File: src/rtl/ddr_pkg.sv
// Shared types and helpers for the DDR input deserializer.
// Holds the framing FSM state type and the beat-counter width helper.
package ddr_pkg;

  typedef enum logic {
    HUNT     = 1'b0,
    ASSEMBLE = 1'b1
  } state_t;

  function automatic int clog2(input int n);
    int w;
    w = 0;
    while ((1 << w) < n) w++;
    return (w < 1) ? 1 : w;
  endfunction

endpackage

File: src/rtl/ddr_in_capture.sv
// DDR pin capture: rise/fall halves registered on both clock edges
// and presented as one posedge-domain pair.
module ddr_in_capture
  import ddr_pkg::*;
#(
  parameter int DATA_W = 4
) (
  input  logic                clk,
  input  logic                reset,
  input  logic                ce,
  input  logic [DATA_W-1:0]   din,
  input  logic                sync,
  output logic                pair_valid,
  output logic                pair_sync,
  output logic [2*DATA_W-1:0] pair_data
);

  logic [DATA_W-1:0] r_rise;
  logic [DATA_W-1:0] r_fall;
  logic              r_sync;
  logic              r_ce;

  always_ff @(posedge clk) begin
    r_rise <= din;
    if (reset) begin
      r_ce   <= 1'b0;
      r_sync <= 1'b0;
    end else begin
      r_ce   <= ce;
      r_sync <= sync;
    end
  end

  // r_ce here is the enable sampled at the preceding posedge
  always_ff @(negedge clk) begin
    if (r_ce) r_fall <= din;
  end

  assign pair_valid = r_ce;
  assign pair_sync  = r_sync;
  assign pair_data  = {r_fall, r_rise};

endmodule

File: src/rtl/ddr_in_deser.sv
// DDR input deserializer: frames captured rise/fall pairs into words
// using a sync strobe and offers them on a single-slot valid/ready port.
module ddr_in_deser
  import ddr_pkg::*;
#(
  parameter int DATA_W = 4,
  parameter int BEATS  = 2
) (
  input  logic                      clk,
  input  logic                      reset,
  input  logic                      ce,
  input  logic [DATA_W-1:0]         din,
  input  logic                      sync,
  output logic [2*DATA_W*BEATS-1:0] out_word,
  output logic                      out_valid,
  input  logic                      out_ready,
  output logic                      overflow,
  output logic                      resync_err
);

  localparam int CW = clog2(BEATS);
  localparam int PW = 2 * DATA_W;
  localparam int WW = PW * BEATS;
  localparam logic [CW-1:0] LAST = CW'(BEATS - 1);

  logic          w_pv;
  logic          w_ps;
  logic [PW-1:0] w_pd;

  ddr_in_capture #(
    .DATA_W(DATA_W)
  ) u_cap (
    .clk       (clk),
    .reset     (reset),
    .ce        (ce),
    .din       (din),
    .sync      (sync),
    .pair_valid(w_pv),
    .pair_sync (w_ps),
    .pair_data (w_pd)
  );

  state_t        r_state;
  logic [CW-1:0] r_cnt;
  logic [WW-1:0] r_buf;
  logic [WW-1:0] r_word;
  logic          r_valid;
  logic          r_ovf;
  logic          r_rerr;

  logic          w_store;
  logic          w_done;
  logic          w_mid;
  logic [CW-1:0] w_idx;
  logic [WW-1:0] w_word;

  always_comb begin
    w_store = w_pv && (w_ps || (r_state == ASSEMBLE));
    w_idx   = w_ps ? '0 : r_cnt;
    w_done  = w_store && (w_idx == LAST);
    w_mid   = w_pv && w_ps && (r_state == ASSEMBLE)
              && (r_cnt != '0);
    w_word  = r_buf;
    w_word[int'(w_idx)*PW +: PW] = w_pd;
  end

  // Stale upper beats after a resync are overwritten before completion
  always_ff @(posedge clk) begin
    if (reset) begin
      r_state <= HUNT;
      r_cnt   <= '0;
      r_buf   <= '0;
    end else if (w_store) begin
      r_state <= ASSEMBLE;
      r_buf   <= w_word;
      r_cnt   <= w_done ? '0 : w_idx + 1'b1;
    end
  end

  always_ff @(posedge clk) begin
    if (reset) begin
      r_word  <= '0;
      r_valid <= 1'b0;
      r_ovf   <= 1'b0;
      r_rerr  <= 1'b0;
    end else begin
      if (w_mid) r_rerr <= 1'b1;
      if (w_done) begin
        if (!r_valid || out_ready) begin
          r_word  <= w_word;
          r_valid <= 1'b1;
        end else begin
          r_ovf <= 1'b1;
        end
      end else if (out_ready) begin
        r_valid <= 1'b0;
      end
    end
  end

  assign out_word   = r_word;
  assign out_valid  = r_valid;
  assign overflow   = r_ovf;
  assign resync_err = r_rerr;

endmodule

File: config.mk
export PLATFORM = sky130hd
export DESIGN_NAME = ddr_in_deser
export DESIGN_NICKNAME = d
export VERILOG_FILES = /design/src/rtl/ddr_pkg.sv /design/src/rtl/ddr_in_capture.sv /design/src/rtl/ddr_in_deser.sv
export SDC_FILE = /design/constraint.sdc
export NUM_CORES = 1
export LEC_CHECK = 0
export BUFFER_PORTS_ARGS = -buffer_cell sky130_fd_sc_hd__buf_4
export CAP_MARGIN = 10
export CORE_MARGIN = 5
export CORE_UTILIZATION = 29
export CTS_BUF_LIST = sky130_fd_sc_hd__clkbuf_16
export DETAILED_ROUTE_END_ITERATION = 8
export PLACE_DENSITY = 0.52
export SYNTH_ARGS = -nofsm -noshare
export SYNTH_HDL_FRONTEND = slang
export SYNTH_SLANG_ARGS = --single-unit
export TNS_END_PERCENT = 30
File: constraint.sdc
create_clock -name clk -period 1.7 [get_ports clk]
set_clock_uncertainty 0.2 [all_clocks]
set_input_delay 0.17 -clock clk [delete_from_list [all_inputs] [get_ports clk]]
set_output_delay 0.17 -clock clk [all_outputs]
set_load 0.05 [all_outputs]
==> flow_summary.ini <==
[status]
status = finished with violations
violations = negative setup slack

[clock_tree]
clock-sinks = 47
cts_buffers = 5
cts-root-buf = clkbuf_16
clk_path_buf_depth = 2
clkTransAtPathRegs_ps = 60
clock_latency_ps = 360
cts_tree = done
cts_max_level = 2

[timing]
setup_viol = 16
fin_setup_tns_ps = -3140
tightest_slew_ps = 503
finalHoldViolCount = 0
fin_ws_ps = -265
max_slew_margin_pct = 66.5
timing.hold.ws_ps = 142
finalMaxSlewViolations = 0
rsz0062_at_grt = yes

[grt]
antenna_found_initial = 0
grt_pass1_wl_mm = 7.20
grtUsageTotal_pct = 10.9
grt_overflow = 0
grt_pass1_vias = 1357
grt_max_degree = 48

[synthesis]
synthAdderAreaFrac_pct = 0
netlist.area_leader.share_pct = 45.5
ys_types = 23
syn_avg_cell_area_um2 = 10.6
synthArstFlopShare_pct = 0
ys_seq_area_share_pct = 51.9
ys_ff_latch = 47
syn_nets = 188
yosys-top-cells-count = dfxtp_1 (43), a21oi_1 (26), mux2i_1 (24), nand2b_1 (18), nand2_1 (16)
yosysWarnings = 0
yosysMostFrequentCell = dfxtp_1
synth_flop_cell = dfxtp_1
muxShareOfSynthArea_pct = 12.7
synth-edff-count = 4
synth_top_area_cell = dfxtp_1
yosys.area_share.simple_pct = 12.6
synthTopCellsByArea = dfxtp_1 (46%), mux2i_1 (13%), a21oi_1 (6.9%), a211oi_2 (6.6%), edfxtp_1 (6.3%)
synth-xor-area-share_pct = 0
synthCells = 179
synth_top_family_by_area = compound AO/OA/AOI/OAI gates
synth_compound_area_share_pct = 17.9
synth_area_mm2 = 0.00189

[final_layout]
area_growth_pct = 32.3
nNetsFinal = 227
stdcell_area_mm2 = 0.00250
drive_gt1_share_pct = 26.9
antenna_cells = 0

[detailed_routing]
first_pass_iters = 4
antenna_left = 0
drcViolationCount = 0
wl_met2_mm = 2.02
drtIter0Drc = 69
highest_layer = met4
drt-total-wl_mm = 4.41
met1_length_mm = 2.16
wl_met3_um = 164
routed-via-count = 1381
routed_via_density = 4.67
post_drt_wl_per_cell_um = 14.9

[place]
dpl_cell_area_mm2 = 0.00220
numPortBuffers = 27
hpwl_mm = 2.93
gp_routability_congestion = 0.668

[floorplan]
dieArea_mm2 = 0.00824
dieHeight_um = 90.8
die_w_um = 90.8
core_mm2 = 0.00635
design.portCount = 28
rows = 29
initial_core_util_pct = 29.8

[worst_setup_path]
cp.arrival_ps = 1920
critical-path-max-stage-delay_ps = 430
end_kind = flop
cp_slowest_cell = edfxtp_1
crit_chain = mux2i_1, a211oi_2
cp_max_fo = 4
crit_buf_inv = 0
cp_top_family = flip-flops
startpoint_type = flop
path_class = reg2reg
critPathRequiredTime_ps = 1650

[job]
drv_cap = 0

[power_and_ir_drop]
peakVddDrop_mv = 0.510
power_density_mw_per_mm2 = 1080
p_leak_nw = 0.961

[min_path]
hold_class = in2reg
[sequential cells by signal (all words and copies together) (netlist names)]
register and cells:
r_state 1, u_cap.pair_sync 1, u_cap.r_fall 4, r_cnt 1, u_cap.r_rise 4, u_cap.pair_valid 1
overflow 1, out_word 16, r_buf 16, resync_err 1, out_valid 1
[kinds of logic (layout without fill, tap and decap cells)]
group                  count (synthesis)  after routing
and+or+nand+nor                       44             44
buffers and inverters                 17             57
muxes                                 24             24
AOI/OAI and AO/OA                     47             47
DFF                                   47             47
[worst reg2reg max path: cells and delay by family, from the launching register on]
| kind | cells | cell delay [ps] |
|---|---|---|
| flip-flops | 1 | 430 |
| multiplexers | 1 | 200 |
| AO/OA/AOI/OAI | 1 | 90 |
[path summary, 6_finish.rpt]
check | startpoint | to | slack, ps | cells past startpoint
setup / recovery | u_cap.r_fall[2] | out_word[14] | -260 | 2
hold / removal | reset | u_cap.pair_sync | 140 | 2
setup reg to reg | u_cap.r_fall[2] | out_word[14] | -260 | 2
hold reg to reg | r_buf[9] | r_buf[9] | 250 | 2
[routing by layer]
metal  GRT usage, %  vias up
met3           2.83        4
met4           3.67        0
met2           17.1       25
met5              0        -
met1           14.6      649
li1               -      703
[layout by cell type (no fill, tap or decap), types with 2 or more instances in the layout]
cell / n
buf_4: 35
bufinv_16: 3
mux2i_1: 24
dfxtp_1: 42
inv_1: 5
a21oi_1: 26
dlygate4sd3_1: 6
a211oi_2: 10
nand2b_1: 18
nand2_1: 16
a211oi_1: 7
edfxtp_1: 4
buf_12: 2
nor2b_1: 3
clkbuf_16: 5
nor2_1: 3
[cell type report]
cell class | instances | area (um2)
tap | 77 | 96.3
clock buffer | 5 | 125
multi-input combinational | 115 | 817
fill | 620 | 3850
timing repair buffer | 44 | 374
clock inverter | 7 | 105
inverter | 1 | 3.75
sequential | 47 | 982
[power by group]
| part | leakage, nW | switching (mW) | internal, mW |
|---|---|---|---|
| registers | 0.387 | 0.0196 | 1.14 |
| logic | 0.449 | 0.0547 | 0.0627 |
| clock network | 0.125 | 0.428 | 1.00 |
[stage by stage]
stage                     util (%)  total power, mW  setup slack [ps]  instances
after CTS                     39.3             2.74              -264        295
after global routing          39.4             2.79              -330        296
after global placement        34.6             1.30              -174        277
after floorplan                  -             1.26              -130        179
final                         39.4             2.71              -265        296
after detailed placement      34.6             1.30              -197        277
[repair_timing]
action                                  4_1_cts  5_1_grt
hold endpoints to repair                      6        0
endpoints found under the setup margin       23       18
buffers inserted                              1        1
resized for setup                             2        0
pin swaps                                     2        1
hold buffers                                  6        0
Power figures use the tool's default switching activity.
